--- config.mk ---
export PLATFORM = sky130hd
export DESIGN_NAME = key_filter
export DESIGN_NICKNAME = d
export VERILOG_FILES = /design/src/rtl/key_filter.sv
export SDC_FILE = /design/constraint.sdc
export NUM_CORES = 1
export LEC_CHECK = 0
export BUFFER_PORTS_ARGS = -buffer_cell sky130_fd_sc_hd__buf_4
export CAP_MARGIN = 20
export CORE_ASPECT_RATIO = 1.1
export CORE_MARGIN = 2
export CORE_UTILIZATION = 35
export CTS_BUF_LIST = sky130_fd_sc_hd__clkbuf_4 sky130_fd_sc_hd__clkbuf_8
export DETAILED_ROUTE_END_ITERATION = 10
export GPL_TIMING_DRIVEN = 0
export PLACE_DENSITY = 0.62
export SETUP_SLACK_MARGIN = 0.15
export SLEW_MARGIN = 20
export SYNTH_ARGS = -nofsm -noshare
export SYNTH_HDL_FRONTEND = slang
export SYNTH_SLANG_ARGS = --single-unit
--- constraint.sdc ---
create_clock -name sclk -period 6.1 [get_ports sclk]
set_input_delay 1.22 -clock sclk [delete_from_list [all_inputs] [get_ports sclk]]
set_output_delay 1.22 -clock sclk [all_outputs]
set_load 0.05 [all_outputs]
--- src/rtl/key_filter.sv ---
// Debounces an active-low push-button into a one-cycle press pulse and a debounced level; optional long-press pulse under KEY_LONG_PRESS_EN.
// Latency: key_flag asserts DEB_CNT+4 sclk cycles after a clean key_in falling edge (2 sync flops + history + filter).
// Backpressure: none; key_flag/key_long are fire-and-forget single-cycle pulses.
module key_filter #(
    parameter int DEB_CNT  = 999_999,
    parameter int LONG_CNT = 49_999_999
) (
    input  logic sclk,
    input  logic rst,
    input  logic key_in,
    output logic key_flag,
    output logic key_state
`ifdef KEY_LONG_PRESS_EN
    ,
    output logic key_long
`endif
);

    localparam int MAX_CNT = (LONG_CNT > DEB_CNT) ? LONG_CNT : DEB_CNT;
    localparam int CW_RAW  = $clog2(MAX_CNT + 1);
    localparam int CW      = (CW_RAW < 20) ? 20 : CW_RAW;

    localparam logic [CW-1:0] DEB_TC = CW'(DEB_CNT);
    localparam logic [CW-1:0] ONE    = CW'(1);

    typedef enum logic [1:0] {
        IDLE       = 2'd0,
        PRESS_FILT = 2'd1,
        DOWN       = 2'd2,
        REL_FILT   = 2'd3
    } state_t;

    state_t        state;
    state_t        state_nxt;
    logic [CW-1:0] cnt;
    logic [CW-1:0] cnt_nxt;
    logic [CW-1:0] cnt_inc;
    logic          flag_nxt;

    logic sync1;
    logic sync2;
    logic hist;
    logic fall;
    logic rise;

    // Preset high so a released key looks idle straight out of reset.
    always_ff @(posedge sclk or posedge rst) begin
        if (rst) begin
            sync1 <= 1'b1;
            sync2 <= 1'b1;
            hist  <= 1'b1;
        end else begin
            sync1 <= key_in;
            sync2 <= sync1;
            hist  <= sync2;
        end
    end

    assign fall = hist & ~sync2;
    assign rise = ~hist & sync2;

    assign cnt_inc = (cnt == '1) ? cnt : cnt + ONE;

    // Opposing edges are tested before terminal count so a bounce always restarts the filter.
    always_comb begin
        state_nxt = state;
        cnt_nxt   = cnt_inc;
        flag_nxt  = 1'b0;
        case (state)
            IDLE: begin
                cnt_nxt = '0;
                if (fall) begin
                    state_nxt = PRESS_FILT;
                end
            end
            PRESS_FILT: begin
                if (rise) begin
                    state_nxt = IDLE;
                    cnt_nxt   = '0;
                end else if ((cnt == DEB_TC) && !sync2) begin
                    state_nxt = DOWN;
                    cnt_nxt   = '0;
                    flag_nxt  = 1'b1;
                end
            end
            DOWN: begin
                cnt_nxt = '0;
                if (rise) begin
                    state_nxt = REL_FILT;
                end
            end
            REL_FILT: begin
                if (fall) begin
                    state_nxt = DOWN;
                    cnt_nxt   = '0;
                end else if ((cnt == DEB_TC) && sync2) begin
                    state_nxt = IDLE;
                    cnt_nxt   = '0;
                end
            end
            default: begin
                state_nxt = IDLE;
                cnt_nxt   = '0;
            end
        endcase
    end

    always_ff @(posedge sclk or posedge rst) begin
        if (rst) begin
            state     <= IDLE;
            cnt       <= '0;
            key_flag  <= 1'b0;
            key_state <= 1'b0;
        end else begin
            state     <= state_nxt;
            cnt       <= cnt_nxt;
            key_flag  <= flag_nxt;
            key_state <= (state_nxt == DOWN) || (state_nxt == REL_FILT);
        end
    end

`ifdef KEY_LONG_PRESS_EN
    localparam logic [CW-1:0] LONG_TC  = CW'(LONG_CNT);
    localparam logic [CW-1:0] LONG_PRE = CW'(LONG_CNT - 1);

    logic [CW-1:0] long_cnt;

    // Counter only advances in DOWN and stops at LONG_TC, so the pulse fires once per press;
    // a release bounce through REL_FILT keeps the accumulated hold time.
    always_ff @(posedge sclk or posedge rst) begin
        if (rst) begin
            long_cnt <= '0;
            key_long <= 1'b0;
        end else begin
            key_long <= 1'b0;
            if (state == IDLE) begin
                long_cnt <= '0;
            end else if ((state == DOWN) && (long_cnt != LONG_TC)) begin
                long_cnt <= long_cnt + ONE;
                key_long <= (long_cnt == LONG_PRE);
            end
        end
    end
`endif

endmodule

; Yosys cells after proc, flatten, opt, wreduce, memory -nomap -nowiden
; Index checks and enable logic that the tools add are counted.
[op_classes]
mul = 0
n_reduce_logical = 6
n_eq_ne = 7
order_cmp = 0
addsub = 1
div_mod_pow = 0
bitwise = 4
shifts = 0
muxes = 16
[op_table]
columns = cell, count
row1 = $mux 26, 5
row2 = $pmux 26 s3, 1
row3 = $add 26x1->26 const B, 1
row4 = $eq 26x20->1 const B, 1
row5 = $eq 26x26->1 const B, 1
row6 = $mux 2, 6
row7 = $eq 2x2->1 const B, 4
row8 = $pmux 2 s4, 1
row9 = $mux 1, 3
row10 = $and 1x1->1, 2
row11 = $eq 2x1->1 const B, 1
row12 = $logic_and 1x1->1, 2
row13 = $logic_not 2->1, 1
row14 = $not 1->1, 2
row15 = $reduce_or 2->1, 1
row16 = $logic_not 1->1, 1
row17 = $logic_or 1x1->1, 1
[totals]
regBits = 33
latchBits = 0
mem_count = 0
word_cells = 41
in_bits = 3
rom_bits = 0
ramBits = 0
out_inout_bits = 2

; Logic depth before layout (Yosys ltp)
[depth]
depth_word = 7
ltp_mapped = 8
mapped_depth_nobuf = 6

; Least setup slack after synthesis
; OpenSTA, ideal clock, no wires.
[synth_timing]
path_type = register -> register
startpoint = register cnt[8]
endpoint = register cnt[16]
path_slack_ps = 3935
t_arrival_ps = 2045
synth_period_minus_slack_ps = 2165
n_path_buf = 2
required_time_ps = 5980
setup_time_ps = 120
path_stages_with_launch = 8
path_cell_list = dfrtp_1 -> or4b_4 -> or4_1 -> o221ai_2 -> a21o_1 -> buf_6 -> buf_12 -> nor2_1
[synth_via]
elab_chain_cells = 5
elab_cells_between_ends = 11
classes_between = add/sub (1) / eq/ne (2) / mux (6) / reduce/logical (2)
[synth_rtl]
columns = element, line
row1 = from (decl), 35  ; logic [CW-1:0] cnt;
row2 = from (signal assigned), 116  ; cnt <= cnt_nxt;
row3 = $add 26x1->26 (tied with other cells), 62  ; assign cnt_inc = (cnt == '1) ? cnt : cnt + ONE;
row4 = $mux 26 (tied with other cells), 62
row5 = $mux 26 (on tied branches), "96, 80"
row6 = $mux 26 (on tied branches), "93, 77"
row7 = $pmux 26 s3 *, 69  ; case (state)
row8 = via cnt_nxt[16], 36  ; logic [CW-1:0] cnt_nxt;
; The timed path passes the listed nets; every way through them passes the cells marked *.

; Worst setup path after layout
[layout_timing]
startpoint = register cnt[0]
endpoint = register cnt[24]
; The elaborated chain is that of the path after synthesis.

==> flow_metrics.tcl <==
set metrics [dict create \
    status "finished clean" \
    reg2reg_depth 8 \
    yosysMostFrequentCell "dfrtp_1" \
    gp_congestion 0.829 \
    slew_headroom 0.528 \
    synth_top_flop_cell "dfrtp_1" \
    crit_path_frequent_cell "buf_2" \
    fill_cells 511 \
    coreArea_sq_um 5070 \
    htreeDepth 2 \
    min_from "sync1" \
    synth_top_area_frac 0.401 \
    path_clk_slew_ns 0.07 \
    hold_depth 0 \
    ioPinCount 5 \
    path_cells "ha_1 -> nand3_1 -> nor4b_4 -> buf_2 -> buf_2 -> nand4_1 -> mux2i_1 -> nor2_1" \
    hold_viol 0 \
    clk_path_buf_depth 2 \
    crit_fanout 10 \
    wl_per_cell_um 15.8 \
    cts_setup_buffers 0 \
    diodes 0 \
    cpMaxStageDelayCell "nor4b_4" \
    syn_nets 201 \
    remaining_drc_errors 0 \
    final_core_util 0.409 \
    track_usage 0.160 \
    worstSetupEndpointType "flop" \
    drtAntennaViolNets 0 \
    syn_area_sq_um 1870 \
    totalWireLength_um 4220 \
    holdPathEnd "sync2" \
    timing.final.crit_period_ns 2.38 \
    p_leak_nw 0.785 \
    yosysWarnings 0 \
    tritoncts "done" \
    dr.pass1.iters 4 \
    antenna_found_initial 0 \
    ff2ff_setup_slack_ns 3.72 \
    r2r-start "cnt[0]" \
    hold_path.class "reg -> reg" \
    dieArea_sq_um 5950 \
    skew_ns 0.00578 \
    overflow 0 \
    fp.dieH_um 80.7 \
    grt_max_degree 34 \
    clkLatencyLatePin_ns 0.29 \
    setup_violations 0 \
    p_per_area_nw_per_um2 210 \
    yosysSeqAreaShare 0.443 \
    syn_inst 197 \
    grt_pass1_wl_um 7160 \
    cts-buffers-inserted 5 \
    cts-root-buf "clkbuf_8" \
    post-dp-hpwl_um 2860 \
    tightest_slew_ns 0.707 \
    synthTopCellsByCount "30 x dfrtp_1, 25 x nor2_1, 19 x xnor2_1" \
    rsz0062_at_grt "no" \
    drive_gt1_frac 0.144 \
    worstSetupPathType "reg -> reg" \
    crit_family "simple AND/OR/NAND/NOR gates" \
    vias 1505 \
    fin_nets 212 \
    syn_avg_cell_area_sq_um 9.50 \
    synthArstFlopShare 1.00 \
    required_ns 6.28 \
    cts_sinks 33 \
    ys_ff_latch 33 \
    fmax_ghz 0.421 \
    syn_to_final_growth_pct 10.7 \
    drtIter0Drc 79 \
    grt_pass1_vias 1491 \
    maxCapViolations 0 \
    viasPerCell 5.64 \
    synth_area_leaders "dfrtp_1 40%, xnor2_1 8.9%, nor2_1 5.0%, dfstp_2 4.2%, a21oi_1 3.7%" \
    arrival_ns 2.55 \
    synthDistinctLibCells 41 \
    slowest_delay_ns 0.47 \
    cp_num_buf_inv 2 \
    numPortBuffers 4 \
    slew_viol_final 0 \
    irDropWorstVdd_v 0.0000927 \
    rows 27 \
    finalSetupTns_ns 0 \
    synth-edff-count 0 \
    finalCritPeriodShare 0.389 \
    postCtsResizedCells 0 \
    fp.dieW_um 73.7 \
    yosys.area.top_type "dfrtp_1" \
    start_util 0.369 \
    cp-start-kind "flop" \
    cts_hold_repair.buffers 0 \
    rr_endpoint "cnt[24]" \
]
## how the worst max path moves through the flow
stage | from | to | cells past startpoint
floorplan | cnt[8] | cnt[16] | 7
global placement | rst | cnt[0] | 2
detailed placement | cnt[0] | cnt[20] | 7
CTS | cnt[0] | cnt[20] | 7
global route | cnt[0] | cnt[24] | 8
finish | cnt[0] | cnt[24] | 8
## through the flow
stage | area [sq um] | hold slack (ns) | std cells | total power, mW | worst slack (ns)
after floorplan | 1870 | 0.345 | 197 | 0.251 | 3.94
after global placement | 1970 | 0.347 | 259 | 0.258 | 3.66
after detailed placement | 1970 | 0.354 | 259 | 0.258 | 3.77
after CTS | 2070 | 0.364 | 267 | 0.441 | 3.74
after global routing | 2070 | 0.364 | 267 | 0.451 | 3.52
final | 2070 | 0.361 | 267 | 0.435 | 3.72
## where the power goes
part / internal, mW / switching, mW / total, mW
logic: 0.0110 / 0.0163 / 0.0274
clock network: 0.101 / 0.0804 / 0.181
registers: 0.223 / 0.00350 / 0.226
total: 0.335 / 0.100 / 0.435
## per-layer routing
metal  part of all wire  global-route usage  vias to the layer above
met2               0.47               0.256                       32
met1               0.48               0.207                      729
met5                  0                   0                        -
li1                   -                   -                      736
met3              0.028              0.0351                        8
met4              0.021              0.0636                        0
## flip-flops by register name, summed over array words and instances (netlist names)
| register | count |
|---|---|
| cnt | 26 |
| hist | 1 |
| key_flag | 1 |
| key_state | 1 |
| state | 2 |
| sync1 | 1 |
| sync2 | 1 |
## final cells by class
class,instances,area [sq um],area share
clock buffer,8,97.6,0.0471
timing repair buffer,4,30.0,0.0145
inverter,4,15.0,0.00725
tap,58,72.6,0.0350
buffer,13,92.6,0.0447
sequential,33,830,0.401
multi-input combinational,147,933,0.451
## cells by family (layout without fill, tap and decap cells)
family | Yosys count | in the layout | synth area share
xor gates and xnor gates | 19 | 19 | 0.0890
adders and majority gates | 1 | 1 | 0.00669
DFF | 33 | 33 | 0.443
muxes | 1 | 1 | 0.00535
and+or+nand+nor | 92 | 92 | 0.273
AOI/OAI and AO/OA | 34 | 34 | 0.125
buffers and inverters | 17 | 29 | 0.0575
## placed cells by master, fill, tap and decap left out, types with 2 or more instances in the layout
cell       Yosys  layout
dfrtp_1       30      30
nor2_1        25      25
xnor2_1       19      19
nand3_1       14      14
nand2_1       14      14
a21oi_1       14      14
nand4_1        9       9
clkbuf_1       7       7
a211oi_1       6       6
clkbuf_8       0       6
nor4_1         4       4
buf_4          0       4
o31ai_1        3       3
inv_1          4       3
and4_1         3       3
buf_2          3       3
dfstp_2        3       3
nor4b_1        2       2
and3_1         2       2
or4_1          2       2
or2_2          2       2
or3_1          2       2
buf_12         2       2
nor3_1         2       2
nor3b_1        2       2
a2111oi_0      2       2
a2111oi_1      2       2
o21ai_0        2       2
o41ai_1        2       2
nand3b_1       2       2
clkbuf_4       0       2
Power figures use the tool's default switching activity.
